--- src/rtl/td4_fpga_computer.sv ---
// TD4-style 4-bit CPU top level: instruction ROM, A/B/OUT/PC registers,
// carry flag, step-rate divider, switch synchronizer and 7-segment outputs.
module td4_fpga_computer #(
   parameter int unsigned  CLK_DIV   = 100_000_000,
   // Entry i of the 16x8 program lives in bits [8*i+7 : 8*i].
   parameter logic [127:0] ROM_IMAGE = 128'h0000_0000_0000_0000_0000_00F0_E151_9070
) (
   input  logic       CLK,
   input  logic [0:0] KEY,
   input  logic [3:0] SW,
   output logic [0:0] LEDR,
   output logic [6:0] HEX0,
   output logic [6:0] HEX1
);

   localparam int unsigned      CNT_W    = (CLK_DIV > 1) ? $clog2(CLK_DIV) : 1;
   localparam logic [CNT_W-1:0] DIV_LAST = CNT_W'(CLK_DIV - 1);

   localparam logic [3:0] OP_ADD_A  = 4'b0000;
   localparam logic [3:0] OP_MOV_AB = 4'b0001;
   localparam logic [3:0] OP_IN_A   = 4'b0010;
   localparam logic [3:0] OP_MOV_A  = 4'b0011;
   localparam logic [3:0] OP_MOV_BA = 4'b0100;
   localparam logic [3:0] OP_ADD_B  = 4'b0101;
   localparam logic [3:0] OP_IN_B   = 4'b0110;
   localparam logic [3:0] OP_MOV_B  = 4'b0111;
   localparam logic [3:0] OP_OUT_B  = 4'b1001;
   localparam logic [3:0] OP_OUT_IM = 4'b1011;
   localparam logic [3:0] OP_JNC    = 4'b1110;
   localparam logic [3:0] OP_JMP    = 4'b1111;

   logic [CNT_W-1:0] div_cnt_q, div_cnt_d;
   logic [3:0]       sw_meta_q, sw_meta_d;
   logic [3:0]       sw_sync_q, sw_sync_d;
   logic [3:0]       a_q, a_d;
   logic [3:0]       b_q, b_d;
   logic [3:0]       out_q, out_d;
   logic [3:0]       pc_q, pc_d;
   logic             carry_q, carry_d;

   logic             step_en;
   logic [7:0]       instr;
   logic [3:0]       opcode;
   logic [3:0]       imm;
   logic [3:0]       src;
   logic [4:0]       sum;

   assign step_en = (div_cnt_q == DIV_LAST);
   assign instr   = ROM_IMAGE[{pc_q, 3'b000} +: 8];
   assign opcode  = instr[7:4];
   assign imm     = instr[3:0];
   assign sum     = {1'b0, src} + {1'b0, imm};

   // Active-low hex digit decode, bit0 = segment a ... bit6 = segment g.
   function automatic logic [6:0] seg7(input logic [3:0] v);
      logic [6:0] s;
      case (v)
         4'h0: s = 7'h40;  4'h1: s = 7'h79;  4'h2: s = 7'h24;  4'h3: s = 7'h30;
         4'h4: s = 7'h19;  4'h5: s = 7'h12;  4'h6: s = 7'h02;  4'h7: s = 7'h78;
         4'h8: s = 7'h00;  4'h9: s = 7'h10;  4'hA: s = 7'h08;  4'hB: s = 7'h03;
         4'hC: s = 7'h46;  4'hD: s = 7'h21;  4'hE: s = 7'h06;  default: s = 7'h0E;
      endcase
      return s;
   endfunction

   // Adder source select: each opcode picks A, B, the switches or zero.
   always_comb begin
      src = 4'h0;
      case (opcode)
         OP_ADD_A, OP_MOV_BA:           src = a_q;
         OP_ADD_B, OP_MOV_AB, OP_OUT_B: src = b_q;
         OP_IN_A, OP_IN_B:              src = sw_sync_q;
         default:                       src = 4'h0;
      endcase
   end

   // Next-state: divider, synchronizer, and one instruction per step enable.
   always_comb begin
      div_cnt_d = step_en ? '0 : div_cnt_q + 1'b1;
      sw_meta_d = SW;
      sw_sync_d = sw_meta_q;
      a_d       = a_q;
      b_d       = b_q;
      out_d     = out_q;
      pc_d      = pc_q;
      carry_d   = carry_q;
      if (step_en) begin
         pc_d    = pc_q + 4'd1;
         carry_d = sum[4];
         case (opcode)
            OP_ADD_A, OP_MOV_A, OP_MOV_AB, OP_IN_A: a_d   = sum[3:0];
            OP_ADD_B, OP_MOV_B, OP_MOV_BA, OP_IN_B: b_d   = sum[3:0];
            OP_OUT_B, OP_OUT_IM:                    out_d = sum[3:0];
            OP_JMP: pc_d = imm;
            OP_JNC: begin
               carry_d = 1'b0;
               if (!carry_q) pc_d = imm;
            end
            default: carry_d = 1'b0;
         endcase
      end
   end

   // State registers; reset wins over a step falling on the same edge.
   always_ff @(posedge CLK) begin
      if (KEY[0]) begin
         div_cnt_q <= '0;
         sw_meta_q <= 4'h0;
         sw_sync_q <= 4'h0;
         a_q       <= 4'h0;
         b_q       <= 4'h0;
         out_q     <= 4'h0;
         pc_q      <= 4'h0;
         carry_q   <= 1'b0;
      end else begin
         div_cnt_q <= div_cnt_d;
         sw_meta_q <= sw_meta_d;
         sw_sync_q <= sw_sync_d;
         a_q       <= a_d;
         b_q       <= b_d;
         out_q     <= out_d;
         pc_q      <= pc_d;
         carry_q   <= carry_d;
      end
   end

   // Board outputs are pure decodes of registered state.
   always_comb begin
      HEX0 = seg7(out_q);
      HEX1 = seg7(pc_q);
      LEDR = carry_q;
   end

endmodule

--- config.mk ---
export PLATFORM = sky130hd
export DESIGN_NAME = td4_fpga_computer
export DESIGN_NICKNAME = d
export VERILOG_FILES = /design/src/rtl/td4_fpga_computer.sv
export SDC_FILE = /design/constraint.sdc
export NUM_CORES = 1
export LEC_CHECK = 0
export CAP_MARGIN = 20
export CORE_MARGIN = 2
export CORE_UTILIZATION = 53
export CTS_CLUSTER_DIAMETER = 50
export DETAILED_ROUTE_END_ITERATION = 16
export PLACE_DENSITY = 0.75
export SETUP_SLACK_MARGIN = 0.4
export SYNTH_ARGS = -nofsm -noshare
export SYNTH_HDL_FRONTEND = slang
export SYNTH_SLANG_ARGS = --single-unit
--- constraint.sdc ---
create_clock -name CLK -period 3.4 [get_ports CLK]
set_input_delay 1.02 -clock CLK [delete_from_list [all_inputs] [get_ports CLK]]
set_output_delay 1.02 -clock CLK [all_outputs]
set_load 0.01 [all_outputs]
Word-level counts from Yosys, hierarchy flattened
Memory sizes are Yosys's and may differ from the RTL's. A register that Yosys moved wholly into a read port is not among the register bits.
Cells that the tools add are included.
- memory bits (read-only): 224
- memories kept: 2
- input port bits: 6
- output and inout bits: 15
- bits in latches: 0
- bits in registers: 52
- memory bits (writable): 0
- memories (name ; depth ; width ; read ports ; clocked after memory_dff ; wr ports ; line ; text):
    (no name shown) ; 16 ; 7 ; 1 ; 1 ; 0 ; 57 ; case (v)
    (no name shown) ; 16 ; 7 ; 1 ; 1 ; 0 ; 57 ;
- multipliers: 0
- add/subtract/negate cells: 3
- reduce and logical (&&, ||, !) cells: 12
- shifts and indexed selects: 1
- div/mod/pow operators: 0
- bitwise logic cells: 0
- mux-type cells: 8
- magnitude comparators: 0
- equality and inequality tests: 12
- operators by type and width (operator ; count):
    $shiftx A128 B8 Y8 const A ; 1
    $add A27 B1 Y27 const B ; 1
    $eq A27 B27 Y1 const B ; 1
    $mux W4 ; 5
    $eq A4 B3 Y1 const B ; 4
    $eq A4 B4 Y1 const B ; 4
    $pmux W4 S3 ; 1
    $reduce_or A11 Y1 ; 1
    $eq A4 B2 Y1 const B ; 2
    $pmux W4 S2 ; 1
    $reduce_or A2 Y1 ; 4
    $reduce_or A4 Y1 ; 2
    $reduce_and A2 Y1 ; 3
    $add A4 B4 Y5 ; 1
    $add A4 B1 Y4 const B ; 1
    $eq A4 B1 Y1 const B ; 1
    $logic_not A4 Y1 ; 1
    $reduce_or A3 Y1 ; 1
    $mux W1 ; 1

Logic depth before layout (Yosys ltp)
Gate-level depths: netlist of the first run.
- word-level depth: 7
- mapped depth: 13
- depth with buffers taken out: 13

Least setup slack after synthesis of the first run
Ideal clock, no wire load.
- path kind: reg2reg
- start: reg pc_q[0]
- end: reg HEX0[2] (netlist name)
- period minus slack after synthesis: 3.234 ns
- path buffers: 0
- path slack: 0.166 ns
- cell stages (with the launch flop): 14
- data arrival time: 3.163 ns
- cells stage by stage: dfxtp_1 inv_1 ha_1 nor4bb_1 or3_1 a221o_1 ha_1 ha_1 mux2i_1 nor2_1 inv_1 ha_1 nor3b_1 o21bai_1
- word-level cells in the longest chain between the ends: 7
- elaborated cells on any way between the ends: 18
- RTL lines (element ; line ; text):
    start: declaration ; 38 ; logic [3:0] pc_q, pc_d;
    start signal: assignment ; 122 ; pc_q <= pc_d;
    $shiftx A128 B8 Y8 * ; 49 ; assign instr = ROM_IMAGE[{pc_q, 3'b000} +: 8];
    $eq A4 B4 Y1 (tied with other cells) ; 69 ; case (opcode)
    $reduce_or A3 Y1 / $reduce_or A2 Y1 (equally long branches) ; 69 ;
    $pmux W4 S3 ; 69 ;
    $add A4 B4 Y5 * ; 52 ; assign sum = {1'b0, src} + {1'b0, imm};
    via sum[1] ; 46 ; logic [4:0] sum;
    $mux W4 (no source line) * (2 in a row) ; - ;
The timed path passes the listed nets; every way through them passes the cells marked *.
A chain may end at the register's enable or synchronous reset.

Final worst setup path of the first run
- start: reg pc_q[0]
- end: reg HEX0[2] (netlist name)
- word-level cells in the longest chain between the ends: 7
- elaborated cells on any way between the ends: 18
- RTL lines (element ; line):
    $shiftx A128 B8 Y8 * ; 49
    $eq A4 B4 Y1 (tied with other cells) ; 69
    $reduce_or A3 Y1 / $reduce_or A2 Y1 (equally long branches) ; 69
    $pmux W4 S3 ; 69
    $add A4 B4 Y5 * ; 52
    via sum[1] ; 46
    $mux W4 (no source line) * (2 in a row) ; -
Marks and branches as above.

==> impl_summary.txt, run 1 <==
----------------------------------------------------
[Place]
  Buffers added on ports ... 20
  Detailed Place HPWL ... around 4500 um
  Post-place instance area ... between 0.003 and 0.004 mm^2
  Final estimated routing congestion in global placement ... between 0.8 and 0.9

[Setup path]
  Data arrival at the endpoint of the critical path ... ~3300 ps
  Total buffers and inverters traversed by the critical path ... 2
  Slowest cell on the critical path ... sky130_fd_sc_hd__dfxtp_4
  CP top delay family ... adder cells
  CP max stage delay ... around 400 ps
  Critical Path Most Common Cell ... sky130_fd_sc_hd__ha_4
  Crit path capture type ... flip-flop
  Setup slack of the worst register-to-register path ... 390 ps
  Startpoint type of the worst setup path ... flip-flop
  Critical Path RT ... about 3700 ps
  Cell breakdown of the critical path ... inv_6 -> ha_4 -> nor4bb_4 -> or3_4 -> a221o_1 -> ha_4 -> ha_4 -> mux2i_4 -> nor2_4 -> buf_4 -> ha_2 -> nand2_1 -> o21bai_1
  Crit path max fanout ... 6
  Worst setup path class ... flip-flop to flip-flop

[STA]
  Hold slack ... approximately 440 ps
  Setup repair after global routing missed its margin ... yes
  Total setup violations reported at the end of the flow ... 0
  Final period util ... roughly nine tenths
  Number of hold violations in the final report ... 0
  Worst slew margin relative to its limit ... between 50 and 60%
  Max-slew violation count ... 0
  Actual transition at the worst max-transition pin ... approximately 680 ps
  Final TNS setup ... 0 ps
  Final clock skew ... between 10 and 15 ps
  Maximum frequency from static timing analysis ... ~330 MHz
  Post-route minimum period ... 3010 ps

[Power and ir drop]
  Power per Cell Area ... 381 mW/mm^2
  P_leak ... between 0.0015 and 0.002 uW
  Tot Pwr ... around 1700 uW
  IR drop worst, VDD ... 0.000275 V

[Finish]
  Filler Cells Inserted ... between 400 and 500
  Growth of design area from synthesis to finish ... 33.2%
  Final std cell area, no fill ... 0.00439 mm^2
  Antenna diode instance count ... 0
  Layout cell share with drive strength beyond 1 ... 26.0%
  Count of nets after finishing ... 430

[Synth]
  Sequential share of the synthesized area ... 40.1%
  Synth warnings ... 0
  Share of Yosys cell area claimed by the top area cell type ... approximately 40%
  Mapped Cells ... between 300 and 400
  Mean Syn Cell Area ... approximately 9.4 um^2
  Synth async-reset ratio ... 0%
  Cell accounting for the most synthesized area ... sky130_fd_sc_hd__dfxtp_1
  Leading post-synthesis cells by cell area ... sky130_fd_sc_hd__dfxtp_1 (40%), sky130_fd_sc_hd__ha_1 (6.4%), sky130_fd_sc_hd__nor2_1 (5.8%), sky130_fd_sc_hd__mux2i_1 (5.8%), sky130_fd_sc_hd__xor2_1 (4.2%)
  Count of distinct cell types in the synthesized netlist ... 58
  Netlist Area Pre-Place ... 0.00330 mm^2
  Register bit count reported by yosys ... 66
  Top FF cell, synth ... sky130_fd_sc_hd__dfxtp_1
  Synthesized Nets ... about 380
  Number of flops mapped to enable cells by yosys ... 0

[Clocking]
  CTS Sinks ... 66
  Reg clk slew, reported paths ... about 70 ps
  Clock latency of the later-clocked register in the worst-skew pair ... roughly 340 ps
  Maximum buffer depth of the clock tree ... 2
  Clock root cell ... sky130_fd_sc_hd__clkbuf_8
  Number of buffers created by CTS ... 9
  H-tree depth ... 3
  Clock tree from TritonCTS ... done

[Worst hold path]
  Worst hold path type ... flip-flop to flip-flop

[Die]
  Die outline area ... 0.00687 mm^2
  Number of cell rows ... 28
  Initial core utilization ... between 50% and 60%
  Number of I/O pins ... 21
  Core region area ... between 0.005 and 0.006 mm^2
  Die height ... slightly above 80 um
  Width of the die ... between 80 and 90 um

[Global routing]
  Overall Global Routing Usage ... between 10% and 20%
  Initial antenna violation count ... 0
  Total congestion overflow ... 0
  Wire length of the first global-routing pass ... roughly 11000 um
  Number of global-route vias before repair ... roughly 2500
  Largest net degree at the start of global routing ... 26

[Run status]
  Outcome ... finished clean

[Route]
  Wire length reported by the detailed router ... between 7000 and 8000 um
  Total via count after detailed routing ... between 2000 and 3000
  Count of routing violations after the opening detailed-route iteration ... approximately 170
  Detail-routed via count per cell ... between 5 and 6
  Pre-Repair DR Iteration Count ... 4
  Drc violations ... 0
  Drt wl/cell ... between 15 and 20 um
  Final antenna-violating net count ... 0

[Job]
  Max-Cap Viols ... 0

----------------------------------------------------
-- final cells by class --
type                            instances  area, um^2  area share [%]
Inverter                               16        70.1            1.59
Clock inverter                          6         115            2.62
Multi-Input combinational cell        259        2180            49.7
Sequential cell                        66        1330            30.2
Tap cell                               75        93.8            2.14
Clock buffer                           10         128            2.91
Timing Repair Buffer                   55         474            10.8
-- what timing repair did --
item	in CTS	in global routing
pin swaps	6	16
gates resized for setup	27	39
setup endpoints to repair	7	14
hold buffers	0	0
buffers inserted	8	17
gates cloned	1	2
-- cells in the mapped netlist (all sizes together) (4+ instances only) --
cell	count
nand4	11
a221oi	4
nor3	8
xor2	16
dfxtp	66
buf	6
a211oi	4
nand2	16
nor3b	4
a21oi	4
nor4b	5
xnor2	13
nor2b	9
inv	14
nand3	13
or3	9
clkbuf	7
nor2	51
mux2i	19
and3	7
ha	17
-- logic make-up after synthesis --
kind of cell	count (synthesis)	synth area share [%]
xor+xnor	29	7.70
fa+ha+maj	17	6.45
buf+inv	29	4.10
mux	20	6.11
flops	66	40.1
compound gates	40	10.2
simple gates	151	25.4
-- metrics by stage --
step           worst slack [ps]  utilization [%]  instances
2_1_floorplan               412                -        352
3_3_place_gp                260             60.5        443
6_report                    394             73.8        487
5_1_grt                     321             73.8        487
3_5_place_dp                152             60.5        443
4_1_cts                     402             68.1        468
-- final timing paths --
path | start | end | cells past startpoint
setup reg to reg | pc_q[0]$_SDFFE_PP0N_ | HEX0[2]$_DFF_P_ | 13
setup / recovery | pc_q[0]$_SDFFE_PP0N_ | HEX0[2]$_DFF_P_ | 13
hold / removal | sw_meta_q[3]$_SDFF_PP0_ | sw_sync_q[3]$_SDFF_PP0_ | 1
hold reg to reg | sw_meta_q[3]$_SDFF_PP0_ | sw_sync_q[3]$_SDFF_PP0_ | 1
-- flip-flops by register name (all words and copies together), names as in the netlist --
signal / flops
LEDR: 1
out_q: 4
pc_q: 4
HEX0: 7
sw_meta_q: 4
HEX1: 7
b_q: 4
a_q: 4
div_cnt_q: 27
sw_sync_q: 4
-- worst reg2reg max path, delay by kind of cell, from the launching register on --
kind | cells | cell delay, ps
adder cells (fa/ha/maj) | 4 | 900
AO/OA/AOI/OAI | 2 | 480
flip-flops | 1 | 400
AND/OR/NAND/NOR | 4 | 850
buffers and inverters | 2 | 240
multiplexers | 1 | 80
-- cells in the final DEF (no fill, tap or decap), drive strengths merged, types with 9 or more instances in the layout --
| cell type | synthesis | routed |
|---|---|---|
| xnor2 | 13 | 13 |
| xor2 | 16 | 16 |
| inv | 14 | 14 |
| clkdlybuf4s50 | 0 | 20 |
| ha | 17 | 17 |
| nand2 | 16 | 16 |
| dfxtp | 66 | 66 |
| nand3 | 13 | 14 |
| or3 | 9 | 9 |
| nand4 | 11 | 11 |
| nor2 | 51 | 51 |
| nor2b | 9 | 9 |
| mux2i | 19 | 19 |
| clkbuf | 7 | 10 |
| buf | 6 | 35 |
-- report_power, final --
| group | switching (uW) | leakage (uW) | internal, uW |
|---|---|---|---|
| clock | 304 | 0.000117 | 490 |
| sequential | 7.83 | 0.000536 | 784 |
| combinational | 46.6 | 0.00102 | 39.7 |
-- per-layer routing --
| metal | wire length [um] | track usage [%] |
|---|---|---|
| met3 | 418 | 4.17 |
| met4 | 200 | 8.35 |
| met2 | 3760 | 31.8 |
| met5 | 0 | 0 |
| met1 | 3480 | 25.5 |
Power figures use the tool's default switching activity.
==> run 2: changes to the inputs <==
--- a/config.mk
+++ b/config.mk
@@ -12,6 +12,7 @@
 export DETAILED_ROUTE_END_ITERATION = 16
 export PLACE_DENSITY = 0.75
 export SETUP_SLACK_MARGIN = 0.4
+export SLEW_MARGIN = 20
 export SYNTH_ARGS = -nofsm -noshare
 export SYNTH_HDL_FRONTEND = slang
 export SYNTH_SLANG_ARGS = --single-unit
==> results of run 2 <==
Final layout, timing and power as in run 1 (identical DEF).
